===== src/rtl/gcd_pkg.sv =====
// Shared types and helpers for the binary (Stein) GCD unit.
//   state_t : controller states (WAIT, STRIP, REDUCE, DONE)
//   op_t    : datapath operation selected by the controller each cycle
//   abs_s64 : magnitude of a sign-extended operand (supports operand widths up to 64 bits)
package gcd_pkg;

  localparam int unsigned MaxWidth = 64;

  typedef enum logic [1:0] {
    WAIT   = 2'd0,
    STRIP  = 2'd1,
    REDUCE = 2'd2,
    DONE   = 2'd3
  } state_t;

  typedef enum logic [2:0] {
    OpHold      = 3'd0,
    OpLoad      = 3'd1,
    OpHalveBoth = 3'd2,
    OpHalveU    = 3'd3,
    OpHalveV    = 3'd4,
    OpSubU      = 3'd5,
    OpSubV      = 3'd6
  } op_t;

  // Negating the most-negative N-bit value is safe here because the argument is
  // sign-extended to 64 bits first; the caller truncates back to N bits.
  function automatic logic [MaxWidth-1:0] abs_s64(input logic signed [MaxWidth-1:0] x);
    logic signed [MaxWidth-1:0] neg;
    neg = -x;
    return x[MaxWidth-1] ? neg : x;
  endfunction

endpackage


===== src/rtl/gcd_binary_datapath.sv =====
// Datapath for the binary GCD unit: operand registers u/v, shift count k,
// the single subtractor, the shifters and the status flags.
//   clk, reset   : clock, asynchronous active-high reset
//   op_i         : operation to apply at the next edge
//   a_i, b_i     : signed operands, loaded as magnitudes on OpLoad
//   zero_o       : u == 0 or v == 0
//   u_even_o     : u is even
//   v_even_o     : v is even
//   ge_o         : u >= v
//   result_o     : (u | v) << k, the GCD once zero_o is set
module gcd_binary_datapath
  import gcd_pkg::*;
#(
  parameter int unsigned N = 8
) (
  input  logic         clk,
  input  logic         reset,
  input  op_t          op_i,
  input  logic [N-1:0] a_i,
  input  logic [N-1:0] b_i,
  output logic         zero_o,
  output logic         u_even_o,
  output logic         v_even_o,
  output logic         ge_o,
  output logic [N-1:0] result_o
);

  localparam int unsigned KW = $clog2(N) + 1;

  logic [N-1:0]  u_q, u_d;
  logic [N-1:0]  v_q, v_d;
  logic [KW-1:0] k_q, k_d;

  logic [N-1:0] sub_l, sub_r, diff;

  assign zero_o   = (u_q == '0) || (v_q == '0);
  assign u_even_o = ~u_q[0];
  assign v_even_o = ~v_q[0];
  assign ge_o     = (u_q >= v_q);
  assign result_o = (u_q | v_q) << k_q;

  // One subtractor; operands are ordered so the difference is never negative.
  assign sub_l = ge_o ? u_q : v_q;
  assign sub_r = ge_o ? v_q : u_q;
  assign diff  = sub_l - sub_r;

  always_comb begin
    u_d = u_q;
    v_d = v_q;
    k_d = k_q;
    unique case (op_i)
      OpLoad: begin
        u_d = N'(abs_s64(64'($signed(a_i))));
        v_d = N'(abs_s64(64'($signed(b_i))));
        k_d = '0;
      end
      OpHalveBoth: begin
        u_d = u_q >> 1;
        v_d = v_q >> 1;
        k_d = k_q + KW'(1);
      end
      OpHalveU: u_d = u_q >> 1;
      OpHalveV: v_d = v_q >> 1;
      OpSubU:   u_d = diff >> 1;
      OpSubV:   v_d = diff >> 1;
      default: ;
    endcase
  end

  always_ff @(posedge clk or posedge reset) begin
    if (reset) begin
      u_q <= '0;
      v_q <= '0;
      k_q <= '0;
    end else begin
      u_q <= u_d;
      v_q <= v_d;
      k_q <= k_d;
    end
  end

endmodule


===== src/rtl/gcd_binary.sv =====
// Binary (Stein) GCD of two signed N-bit operands, result gcd(|a|,|b|) unsigned.
// Controller FSM and step counter; arithmetic lives in gcd_binary_datapath.
//   clk, reset        : clock, asynchronous active-high reset
//   a, b              : signed operands, sampled when idle && input_available
//   input_available   : operands valid
//   result_taken      : consumer accepts the result (honoured in DONE only)
//   idle              : ready for operands
//   result_available  : out/steps valid
//   out               : gcd, held until the next result
//   steps             : STRIP+REDUCE cycles used, saturating at 2^CW-1
module gcd_binary
  import gcd_pkg::*;
#(
  parameter int unsigned N  = 8,
  parameter int unsigned CW = 8
) (
  input  logic          clk,
  input  logic          reset,
  input  logic [N-1:0]  a,
  input  logic [N-1:0]  b,
  input  logic          input_available,
  input  logic          result_taken,
  output logic          idle,
  output logic          result_available,
  output logic [N-1:0]  out,
  output logic [CW-1:0] steps
);

  state_t        state_q, state_d;
  logic [CW-1:0] cnt_q, cnt_d, cnt_inc;
  logic [N-1:0]  out_q, out_d;
  logic [CW-1:0] steps_q, steps_d;

  op_t          op;
  logic         zero, u_even, v_even, ge;
  logic [N-1:0] result;

  gcd_binary_datapath #(
    .N (N)
  ) u_datapath (
    .clk      (clk),
    .reset    (reset),
    .op_i     (op),
    .a_i      (a),
    .b_i      (b),
    .zero_o   (zero),
    .u_even_o (u_even),
    .v_even_o (v_even),
    .ge_o     (ge),
    .result_o (result)
  );

  // Count of the current cycle, so the terminating cycle is included in steps.
  assign cnt_inc = (cnt_q == '1) ? cnt_q : cnt_q + CW'(1);

  always_comb begin
    state_d = state_q;
    cnt_d   = cnt_q;
    out_d   = out_q;
    steps_d = steps_q;
    op      = OpHold;
    unique case (state_q)
      WAIT: begin
        if (input_available) begin
          op      = OpLoad;
          cnt_d   = '0;
          state_d = STRIP;
        end
      end
      STRIP: begin
        cnt_d = cnt_inc;
        if (zero) begin
          out_d   = result;
          steps_d = cnt_inc;
          state_d = DONE;
        end else if (u_even && v_even) begin
          op = OpHalveBoth;
        end else begin
          state_d = REDUCE;
        end
      end
      REDUCE: begin
        cnt_d = cnt_inc;
        if (zero) begin
          out_d   = result;
          steps_d = cnt_inc;
          state_d = DONE;
        end else if (u_even) begin
          op = OpHalveU;
        end else if (v_even) begin
          op = OpHalveV;
        end else if (ge) begin
          op = OpSubU;
        end else begin
          op = OpSubV;
        end
      end
      DONE: begin
        if (result_taken) state_d = WAIT;
      end
      default: state_d = WAIT;
    endcase
  end

  always_ff @(posedge clk or posedge reset) begin
    if (reset) begin
      state_q <= WAIT;
      cnt_q   <= '0;
      out_q   <= '0;
      steps_q <= '0;
    end else begin
      state_q <= state_d;
      cnt_q   <= cnt_d;
      out_q   <= out_d;
      steps_q <= steps_d;
    end
  end

  assign idle             = (state_q == WAIT);
  assign result_available = (state_q == DONE);
  assign out              = out_q;
  assign steps            = steps_q;

endmodule

===== config.mk =====
export PLATFORM = sky130hd
export DESIGN_NAME = gcd_binary
export DESIGN_NICKNAME = d
export VERILOG_FILES = /design/src/rtl/gcd_pkg.sv /design/src/rtl/gcd_binary_datapath.sv /design/src/rtl/gcd_binary.sv
export SDC_FILE = /design/constraint.sdc
export NUM_CORES = 1
export LEC_CHECK = 0
export ABC_AREA = 1
export BUFFER_PORTS_ARGS = -buffer_cell sky130_fd_sc_hd__buf_4
export CORE_MARGIN = 3
export CORE_UTILIZATION = 50
export CTS_BUF_LIST = sky130_fd_sc_hd__clkbuf_4 sky130_fd_sc_hd__clkbuf_8 sky130_fd_sc_hd__clkbuf_16
export DETAILED_ROUTE_END_ITERATION = 8
export PLACE_DENSITY_LB_ADDON = 0.2
export RECOVER_POWER = 50
export SYNTH_ARGS = -nofsm -noshare
export SYNTH_HDL_FRONTEND = slang
export SYNTH_SLANG_ARGS = --single-unit
export TNS_END_PERCENT = 20

===== constraint.sdc =====
create_clock -name clk -period 2.35 [get_ports clk]
set_input_delay 0.47 -clock clk [delete_from_list [all_inputs] [get_ports clk]]
set_output_delay 0.47 -clock clk [all_outputs]
set_load 0.05 [all_outputs]

# After elaboration in Yosys (flattened, before gate mapping)
# Index checks and enable logic that the tools add are counted.
# word_totals
ff_bits	46
wordCells	70
# classes
add_sub_neg	5
mux	24
reduce_logical	15
eq_ne	14
shift	1
order_cmp	1
n_bitwise	3
# op_table
cell	n
$mux W8	6
$pmux W8 S3	2
$mux W2	9
$logic_not A8 Y1	2
$neg A8 Y8	2
$pmux W8 S2	1
$eq A3 B3 Y1 const B	3
$pmux W3 S3	1
$add A8 B1 Y8 const B	1
$eq A8 B8 Y1 const B	1
$ge A8 B8 Y1	1
$or A8 B8 Y8	1
$pmux W2 S4	1
$pmux W4 S2	1
$shl A8 B4 Y8	1
$sub A8 B8 Y8	1
$eq A3 B2 Y1 const B	2
$mux W3	2
$reduce_bool A3 Y1	2
$reduce_or A2 Y1	3
$add A4 B1 Y4 const B	1
$eq A2 B2 Y1 const B	2
$ne A2 B2 Y1 const B	2
$reduce_and A2 Y1	2
other kinds (11)	13

# Longest topological paths before layout
# Gate-level depths: netlist of run 1.
# depth
depth_word	9
mapped_depth	21

# Cells and area by module
# From an unflattened synthesis of run 1, not the netlist that was laid out.
# unflattened
cells_unflattened	553
area_unflattened_um2	3743.6
# by_module_without_submodules
module	cells_each	n_inst	seq_area_each_um2	area_per_inst_um2
gcd_binary_datapath	374	1	500.5	2374.8
gcd_binary	179	1	650.6	1368.8

# Worst setup path after synthesis of run 1
# Ideal clock, no wire load.
# synth_timing
kind	reg2reg
start	register u_datapath.u_q[7]
end	register u_datapath.u_q[1]
period_less_slack_ns	2.321
required_time_ns	2.230
path_slack_ns	0.029
arrival_ns	2.200
setup_ns	0.120
path_stages_with_launch	17
n_path_buf	0
path_cell_list	dfrtp_1 > inv_1 > ha_1 > inv_2 > a21o_1 > a21oi_4 > nand2_2 > nand2_1 > nand3_1 > ha_1 > inv_1 > nand2_1 > xor2_1 > nand2_1 > o21ai_0 > o21ai_1 > nand2_1
# synth_via
elab_chain_len	9
elab_cells_between_ends	19
classes_between	1 x add/sub; 1 x order compare; 4 x eq/ne; 9 x mux; 4 x reduce/logical
# synth_rtl
item	line_no	source
start, declared	gcd_binary_datapath.sv:30	logic [N-1:0] u_q, u_d;
start signal, assigned	gcd_binary_datapath.sv:76	u_q <= u_d;
$ge A8 B8 Y1	gcd_binary_datapath.sv:39	assign ge_o = (u_q >= v_q);
$mux W2	gcd_binary.sv:92	end else if (ge) begin
$mux W2	gcd_binary.sv:90	end else if (v_even) begin
$mux W3	gcd_binary.sv:88	end else if (u_even) begin
$mux W3	gcd_binary.sv:84	if (zero) begin
$pmux W3 S3	gcd_binary.sv:62	unique case (state_q)
$eq A3 B2 Y1	gcd_binary_datapath.sv:51	unique case (op_i)
$reduce_or A2 Y1 (no source line)	n/a	
$pmux W8 S3 / $reduce_bool A3 Y1 (equally long branches)	n/a	
# Parallel ways exist; a longest one is shown, timed or not.
# A chain may end at the register's enable or synchronous reset.

# Worst setup path in the final report of run 1
# layout_timing
start	register u_datapath.u_q[7]
end	register u_datapath.v_q[1]
# layout_via
elab_chain_len	9
elab_cells_between_ends	19
classes_between	1 x add/sub; 1 x order compare; 4 x eq/ne; 9 x mux; 4 x reduce/logical
# layout_rtl
item	line_no	source
$ge A8 B8 Y1	gcd_binary_datapath.sv:39	
$mux W2	gcd_binary.sv:92	
$mux W2	gcd_binary.sv:90	
$mux W3	gcd_binary.sv:88	
$mux W3	gcd_binary.sv:84	
$pmux W3 S3	gcd_binary.sv:62	
$eq A3 B3 Y1 / $eq A3 B2 Y1 (equally long branches)	gcd_binary_datapath.sv:51	
$reduce_or A2 Y1 (no source line)	n/a	
$pmux W8 S3 / $reduce_bool A3 Y1 (equally long branches)	n/a	
end signal, assigned	gcd_binary_datapath.sv:77	v_q <= v_d;
end, declared	gcd_binary_datapath.sv:31	logic [N-1:0] v_q, v_d;
# Parallel ways exist; a longest one is shown, timed or not.

==> results of run 1 <==
-- routing by layer --
layer  routed length, um  vias up  share of wire
met5                   0        -              0
met1                4200     1779           0.40
met4                 523        0          0.050
li1                    -     1948              -
met3                 552       46          0.053
met2                5130      145           0.49
-- state kept, by name, indices dropped and copies added, names as in the netlist --
register,cells
state_q,2
u_datapath.u_q,8
steps,8
cnt_q,8
u_datapath.k_q,4
u_datapath.v_q,8
out,8
-- worst max path at each step --
stage / cells after the start / end / slack (ns)
floorplan: 16 / u_datapath.u_q[1] / 0.03
global placement: 15 / u_datapath.u_q[1] / -0.04
detailed placement: 16 / u_datapath.u_q[5] / -0.12
CTS: 14 / u_datapath.k_q[0] / 0.003
global route: 16 / u_datapath.v_q[4] / -0.20
finish: 16 / u_datapath.v_q[1] / -0.1
-- cells in the mapped netlist, types with 3 or more instances --
cell type / n
dfrtp_1: 46
nor3_1: 11
nand3b_1: 3
nor4_1: 4
mux2i_1: 3
nand2_4: 3
inv_1: 65
o21ai_1: 9
nand3_2: 6
nand2_2: 9
clkbuf_1: 4
ha_1: 25
nand4_1: 6
nand2_1: 163
a21oi_4: 3
nor2_4: 3
o21ai_0: 29
xor2_1: 11
nand3_1: 49
inv_2: 18
xnor2_1: 5
nor2_1: 42
a21oi_1: 7
o22ai_1: 9
-- kinds of logic (layout without fill, tap and decap cells) --
| logic type | after synthesis | in the layout | share of synthesized area |
|---|---|---|---|
| compound gates | 64 | 64 | 0.103 |
| fa+ha+maj | 25 | 25 | 0.0833 |
| xor+xnor | 16 | 16 | 0.0373 |
| simple gates | 305 | 305 | 0.373 |
| mux | 3 | 3 | 0.00799 |
| buf+inv | 88 | 184 | 0.0892 |
| flops | 46 | 46 | 0.306 |
-- stage by stage --
| step | hold slack, ns | TNS, ns | instance area, um^2 | util |
|---|---|---|---|---|
| finish | 0.219 | -0.490 | 4880 | 0.695 |
| global placement | 0.469 | -0.0715 | 4540 | 0.647 |
| CTS | 0.258 | 0 | 4720 | 0.672 |
| global route | 0.262 | -2.27 | 4880 | 0.695 |
| floorplan | 0.472 | 0 | 3760 | - |
| detailed placement | 0.469 | -0.725 | 4540 | 0.647 |
-- timing repair --
action / in CTS / in global routing
endpoints found under the setup margin: 17 / 20
resized for setup: 12 / 40
buffers inserted: 1 / 2
pin swaps: 6 / 22
-- layout make-up --
type | count | area [um^2] | share of cell area
Clock inverter | 2 | 37.5 | 0.00770
Tap cell | 96 | 120 | 0.0246
Timing Repair Buffer | 92 | 691 | 0.142
Sequential cell | 46 | 1150 | 0.236
Clock buffer | 6 | 76.3 | 0.0156
Multi-Input combinational cell | 413 | 2480 | 0.508
Inverter | 84 | 325 | 0.0667
==> out/qor.txt, run 1 <==
PortBufs = 37
highest net fanout along the worst path = 6
crit path from = u_datapath.u_q[7]
number of global-route vias before repair = 3808
GR Overflow Total = 0
number of buffers inserted by hold repair at cts = 0
Post-synth ARST share = 1.00
antenna cell count = 0
Post-synth EDFFs = 0
layout cells sized above 1 = 0.294
# H-tree levels = 2
Yosys reg bits = 46
initial antenna violation count = 0
placer's final routability congestion estimate = 0.982
top-level I/O count = 38
unrepaired setup endpoints after global routing = true
worst r2r src = u_datapath.u_q[7]
GR Util All Layers = 0.245
filler cell count = 571
gr busiest metal = met2
Tcrit/Tclk final = 1.04
first-pass GRT wire length = 17000 um
Crit path top cell by count = nand2_1
CP max stage cell = dfrtp_1
Critical path buffers and inverters = 3
failing checks = negative setup slack
clk buf depth = 2
Slew @ Worst Pin = 1.47 ns
M3 GR Usage = 0.0333
synth unique cells = 36
Final WS setup = -0.0951 ns
sequential area share after synthesis = 0.306
synthesized net count = 592
top cell type by total area after synthesis = dfrtp_1
DIE AREA = 8590 um^2
vias = 3918
Clock Sinks = 46
Detail Placement HPWL = 8190 um
crit path DAT = 2.64 ns
max-slew violations = 0
Vias/cell = 5.30
first drt pass iteration count = 6
most frequent cells in the layout = nand2_1 (149), buf_4 (87), inv_1 (58)
Final Non-Filler Cells = 739
top cells by area, synth = dfrtp_1 (31%), nand2_1 (16%), ha_1 (8.3%), nand3_1 (6.5%), inv_1 (6.5%)
area grow syn2layout = 29.8%
total CTS buffers = 5
largest net degree at the start of global routing = 26
CP required = 2.55 ns
status = finished, violations left
fin crit period = 2.45 ns
crit start category = flip-flop
initial drt markers = 195
grt met1 use = 0.293
GR Layer Usage met2 = 0.435
clk_lat worst skew = 0.30 ns
post-route ant nets = 0
Placed Cells = 728
share of the synthesized area in the top cell type = 0.306
core area = 7020 um^2
commonest non-fill, non-tap cell in the layout = nand2_1
relative slew slack = 0.0233
Max Cap Viol = 0
R2R Path End = u_datapath.v_q[1]
Critical Path, Cell by Cell = inv_1 > ha_4 > inv_2 > a21o_1 > a21oi_4 > nand3_2 > nand2_2 > nand2_2 > nand2_4 > nand2_4 > a21oi_4 > inv_2 > nand2_1 > nand3_1 > nand2_1 > nand2_1
final wirelength = 10400 um
clk_skew = 0.00528 ns
crit-path leading delay family = simple AND/OR/NAND/NOR gates
post-synthesis average cell area = 6.87 um^2
R2R Setup Slk = -0.1 ns
Initial Utilization = 0.535
Yosys warnings = 0
Reg clk slew, reported paths = 0.09 ns
final hold viol count = 0
worst r2r path cells = 16
CTS tree = yes
Die Width = 92.7 um
Hold WC Path Type = in2async
FP Rows = 30
Post-Syn Area = 3760 um^2
Post-Syn Instances = 547
pre-CTS setup slack = -0.119 ns
DRC = 0
CTS root buffer = clkbuf_8
routed length per instance = 14.1 um
path type of the worst setup path = reg2reg
# nets final = 687
Max Clock Freq = 409 MHz
Die Height = 92.7 um
CP Capture Type = flip-flop
crit-path max cell delay = 0.37 ns
setup violators final = 8
ys flop type = dfrtp_1
Power of run 1 is left out: the tool's default activity adds up to more than one toggle a clock period on the data nets, which glitch-free logic cannot reach.
==> run 2, diff against run 1 <==
Settings changed: ABC_AREA 1 to unset, TNS_END_PERCENT 20 to 5.
==> run 2 against run 1 <==
The run still ends with negative setup slack left. Via count is 1.4% higher. Flip-flop and latch count unchanged. Count of clock-buffer cells in the layout decreased by 1. Clock skew is 0.0042 ns higher. Synthesized cell count shrank 16%. First-iteration DRC count rose by 67%. Largest cell class unchanged. Sequential share of layout area fell by 1.0 points.
==> out/qor.txt, run 2 <==
status = finished, violations left
failing checks = negative setup slack
final wirelength = 11200 um
PortBufs = 37
sequential area share after synthesis = 0.301
routed length per instance = 16.5 um
core area = 7330 um^2
multi-input combinational cell area = 2640 um^2
FP Rows = 31
relative slew slack = 0.380
Area after DPL = 4840 um^2
first-pass GRT wire length = 18200 um
synth unique cells = 67
path type of the worst setup path = reg2reg
Slew @ Worst Pin = 0.930 ns
Final Instance Area = 5100 um^2
PD cells = 1580 nW/um^2
final hold viol count = 0
CTS tree = yes
filler cell count = 609
commonest non-fill, non-tap cell in the layout = buf_4
Post-Syn Area = 3830 um^2
leakage = 0.00239 uW
Vias/cell = 5.88
total CTS buffers = 5
clk buf depth = 2
Max Clock Freq = 351 MHz
Max Cap Viol = 0
CP Capture Type = flip-flop
Yosys warnings = 0
DIE AREA = 8740 um^2
setup violators final = 18
CP required = 2.53 ns
ys flop type = dfrtp_1
post-synthesis average cell area = 8.29 um^2
max-slew violations = 0
Post-Syn Instances = 462
setup TNS = -5.59 ns
area grow syn2layout = 33.1%
Clock Sinks = 46
number of buffers inserted by hold repair at cts = 0
top-level I/O count = 38
Initial Utilization = 0.522
placer's final routability congestion estimate = 0.971
VDD IR max = 1090 uV
Tcrit/Tclk final = 1.21
highest net fanout along the worst path = 2
Detail Placement HPWL = 8920 um
synthesized net count = 507
largest net degree at the start of global routing = 35
layout cells sized above 1 = 0.329
clk_skew = 0.00947 ns
CTS root buffer = clkbuf_8
vias = 3974
crit start category = flip-flop
first drt pass iteration count = 5
# nets final = 622
number of global-route vias before repair = 3752
initial antenna violation count = 0
Die Width = 93.5 um
antenna cell count = 0
Die Height = 93.5 um
share of the synthesized area in the top cell type = 0.301
top cell type by total area after synthesis = dfrtp_1
most common cell in the synthesized netlist = nand2_1
# H-tree levels = 2
FF/Latch Area = 1150 um^2
top cells by area, synth = dfrtp_1 (30%), ha_1 (8.2%), nand2_1 (5.5%), nor2_1 (4.0%), mux2i_1 (3.7%)
Post-synth EDFFs = 0
Final WS setup = -0.495 ns
Tot Pwr = 8080 uW
R2R Setup Slk = -0.50 ns
DRC = 0
GR Overflow Total = 0
Post-synth ARST share = 1.00
Post-synth top cells = nand2_1 (56), dfrtp_1 (46), nor2_1 (41)
Reg clk slew, reported paths = 0.09 ns
unrepaired setup endpoints after global routing = true
fin crit period = 2.85 ns
initial drt markers = 326
crit path DAT = 3.03 ns
GR Util All Layers = 0.263
most frequent cells in the layout = buf_4 (123), nand2_1 (56), dfrtp_1 (46)
Yosys reg bits = 46
post-route ant nets = 0
clk_lat worst skew = 0.30 ns
Hold WC Path Type = in2async
==> run 2: final timing paths <==
kind | startpoint | to | cells after the start
min in group clk | steps[1] | steps[1] | 2
min | reset | steps[3] | 2
max | u_datapath.u_q[6] | u_datapath.u_q[5] | 14
min reg2reg | steps[1] | steps[1] | 2
max in group asynchronous | reset | u_datapath.u_q[3] | 3
max reg2reg | u_datapath.u_q[6] | u_datapath.u_q[5] | 14
==> run 2: kinds of logic (layout without fill, tap and decap cells) <==
| family | count (synthesis) | count (layout) | share of synthesized area |
|---|---|---|---|
| AND/OR/NAND/NOR | 172 | 172 | 0.215 |
| buffers and inverters | 52 | 167 | 0.0562 |
| adder cells (fa/ha/maj) | 25 | 25 | 0.0817 |
| XOR/XNOR | 17 | 17 | 0.0409 |
| flip-flops | 46 | 46 | 0.301 |
| multiplexers | 24 | 24 | 0.0748 |
| AO/OA/AOI/OAI | 126 | 126 | 0.231 |
==> run 2: final cells by class <==
class,count,share of cell area
clock buffer,5,0.0135
clock inverter,2,0.00196
inverter,32,0.0236
multi-input combinational,364,0.519
sequential,46,0.226
tap,99,0.0243
timing repair buffer,128,0.192
==> run 2: power breakdown <==
part	switching [uW]	leakage [uW]	internal, uW
registers	227	0.000595	1060
logic	3410	0.00175	2900
clock network	276	0.0000438	200
==> run 2: critical path: stages, from the launching register on <==
cell      delay (ns)
dfrtp_1         0.39
inv_1           0.07
ha_1            0.31
nor4_2          0.28
buf_4           0.17
o211ai_1        0.15
a211oi_2        0.29
a21oi_1         0.07
ha_2            0.17
inv_1           0.06
o22a_1          0.15
o211a_1         0.18
o221a_4         0.21
xnor2_4         0.12
o221ai_2        0.12
==> run 2: stage by stage <==
stage                     hold WS (ns)  setup WS, ns   util  std cells
after floorplan                  0.487        -0.517      -        462
after global placement           0.439        -0.553  0.660        668
after detailed placement         0.440        -0.567  0.660        668
after CTS                        0.121        -0.497  0.677        675
after global routing             0.228        -0.639  0.695        676
final                            0.182        -0.495  0.695        676
==> run 2: what timing repair did <==
action                                 4_1_cts  5_1_grt
gates resized for setup                     11       36
setup endpoints to repair                   26       29
buffers inserted                             0        1
endpoints found under the hold margin        0        0
gates cloned                                 0        0
pin swaps                                    5        6
==> run 2: metal layers <==
| layer | up-vias | global-route usage | wire length [um] |
|---|---|---|---|
| met5 | - | 0 | 0 |
| met4 | 0 | 0.0879 | 320 |
| met3 | 33 | 0.0298 | 492 |
| met2 | 120 | 0.461 | 5540 |
| met1 | 1909 | 0.336 | 4820 |
| li1 | 1912 | - | - |
(Power assumes the default switching activity.)
==> run 3, diff against run 2 <==
Clock period 2.35 ns to 3.1 ns, I/O delays scaled along.
==> run 3 against run 2 <==
The run ends with max-capacitance violations, max-slew violations left. Fmax decreased by 4.8%. Via count fell by 7.0%. Wire length shrank 7.4%. Sequential power decreased by 23%. Register-to-register slack improved by 0.61 ns. Clock power fell by 21%. Critical path depth shrank 4. Count of clock-buffer cells in the layout stayed put. Cell area decreased by 11%. First-iteration DRC count is 17% lower. Global-route usage fell by 2.1 points. Hold slack gained 0.29 ns. Largest power group unchanged.
==> out/qor.txt, run 3 (synthesized netlist as in run 2, its figures left out) <==
initial antenna violation count = 0
Detail Placement HPWL = 8200 um
power share of the sequential group = 0.182
DRC = 0
placer's final routability congestion estimate = 0.978
PD cells = 1180 nW/um^2
Area after DPL = 4440 um^2
CP Capture Type = flip-flop
Tcrit/Tclk final = 0.964
relative slew slack = -0.170
clock power share = 0.070
final hold viol count = 0
Die Width = 93.5 um
most frequent cells in the layout = buf_4 (70), nand2_1 (56), dfrtp_1 (45)
Critical Path, Cell by Cell = inv_1 > ha_1 > or4_4 > o211a_1 > buf_4 > or3_4 > a311o_1 > o221a_4 > xnor2_4 > o221ai_2
final wirelength = 10400 um
fin util = 0.622
number of global-route vias before repair = 3497
clk_lat worst skew = 0.30 ns
first-pass GRT wire length = 16900 um
CP max stage cell = or4_4
Die Height = 93.5 um
crit start category = flip-flop
# nets final = 574
Comb pwr share = 0.748
Max Clock Freq = 335 MHz
Clock Sinks = 46
area grow syn2layout = 19.0%
Final WS setup = 0.111 ns
path type of the worst setup path = reg2reg
GR Overflow Total = 0
Hold WC Path Type = reg2reg
PortBufs = 37
layout cells sized above 1 = 0.211
FP Rows = 31
vias = 3697
leakage = 0.00208 uW
multi-input combinational cell area = 2500 um^2
antenna cell count = 0
setup TNS = 0 ns
DIE AREA = 8740 um^2
core area = 7330 um^2
CP required = 3.27 ns
FF/Latch Area = 1150 um^2
worst r2r src = u_datapath.v_q[2]
setup violators final = 0
total CTS buffers = 5
failing checks = max-capacitance violations, max-slew violations
Sw Pwr = 2700 uW
number of buffers inserted by hold repair at cts = 0
Vias/cell = 5.88
crit path from = u_datapath.v_q[2]
filler cell count = 666
crit-path max cell delay = 0.54 ns
clk_skew = 0.00509 ns
CTS tree = yes
initial drt markers = 270
Max Cap Viol = 1
sw frac = 0.501
Slew @ Worst Pin = 1.75 ns
commonest non-fill, non-tap cell in the layout = buf_4
Reg clk slew, reported paths = 0.09 ns
post-route ant nets = 0
clk buf depth = 2
max-slew violations = 47
VDD IR max = 697 uV
first drt pass iteration count = 7
# H-tree levels = 2
CTS root buffer = clkbuf_8
fin crit period = 2.99 ns
status = finished, violations left
highest net fanout along the worst path = 4
unrepaired setup endpoints after global routing = false
largest net degree at the start of global routing = 47
GR Util All Layers = 0.243
crit path DAT = 3.16 ns
top-level I/O count = 38
routed length per instance = 16.5 um
internal power = 2690 uW
pre-CTS setup slack = 0.0406 ns
Final Instance Area = 4560 um^2
Initial Utilization = 0.522
Min-Delay Startpoint = out[0]
## run 3: changes by cell type in the layout (fill, tap and decap cells not counted), moves of 3 or more
cell	before	now
a211oi_2	5	1
inv_2	3	0
inv_1	29	32
buf_4	123	70
o21ai_1	7	3
a211oi_1	1	5
nor2_1	38	41
clkbuf_1	0	9
o21ai_0	19	25
## run 3: routing by layer
metal	track usage	share of wire	wire (um)	vias up
met5	0	0	0	-
met1	0.317	0.44	4600	1731
met4	0.0842	0.025	259	0
li1	-	-	-	1816
met3	0.0274	0.050	513	21
met2	0.415	0.48	4970	129
## run 3: path summary, 6_finish.rpt
check,endpoint,slack (ns),cells after the start
setup reg to reg,u_datapath.u_q[5],0.11,10
setup / recovery,u_datapath.u_q[5],0.11,10
max in group asynchronous,u_datapath.u_q[1],1.09,2
hold reg to reg,out[0],0.48,2
hold / removal,out[0],0.48,2
min in group asynchronous,out[2],0.88,2
## run 3: layout make-up
| type | count | share of cell area |
|---|---|---|
| Clock buffer | 5 | 0.0151 |
| Clock inverter | 3 | 0.00467 |
| Inverter | 32 | 0.0264 |
| Multi-Input combinational cell | 364 | 0.549 |
| Sequential cell | 46 | 0.253 |
| Tap cell | 99 | 0.0272 |
| Timing Repair Buffer | 80 | 0.124 |
## run 3: critical path: cells and delay by family (launching register included)
kind                       cells  cell delay (ns)
buffers and inverters          2             0.26
adders and majority gates      1             0.22
AOI/OAI and AO/OA              4             0.89
xor gates and xnor gates       1             0.16
DFF                            1             0.40
and+or+nand+nor                2             0.93
## run 3: stage by stage
| stage | hold slack [ns] | cells | total power (uW) |
|---|---|---|---|
| floorplan | 0.487 | 462 | 3630 |
| global placement | 0.463 | 619 | 4820 |
| detailed placement | 0.463 | 619 | 4850 |
| CTS | 0.484 | 627 | 5240 |
| global route | 0.508 | 629 | 5820 |
| finish | 0.476 | 629 | 5390 |
## run 3: power groups by stage
| stage | clock (uW) | combinational, uW | sequential (uW) |
|---|---|---|---|
| 2_1_floorplan | 0 | 2480 | 1150 |
| 3_3_place_gp | 0 | 3830 | 988 |
| 3_5_place_dp | 0 | 3860 | 994 |
| 4_1_cts | 383 | 3870 | 983 |
| 5_1_grt | 414 | 4400 | 1010 |
| 6_report | 377 | 4030 | 982 |
## run 3: what timing repair did
| item | CTS | global route |
|---|---|---|
| setup buffers | 0 | 2 |
| resized for setup | 0 | 9 |
| setup endpoints to repair | 0 | 11 |
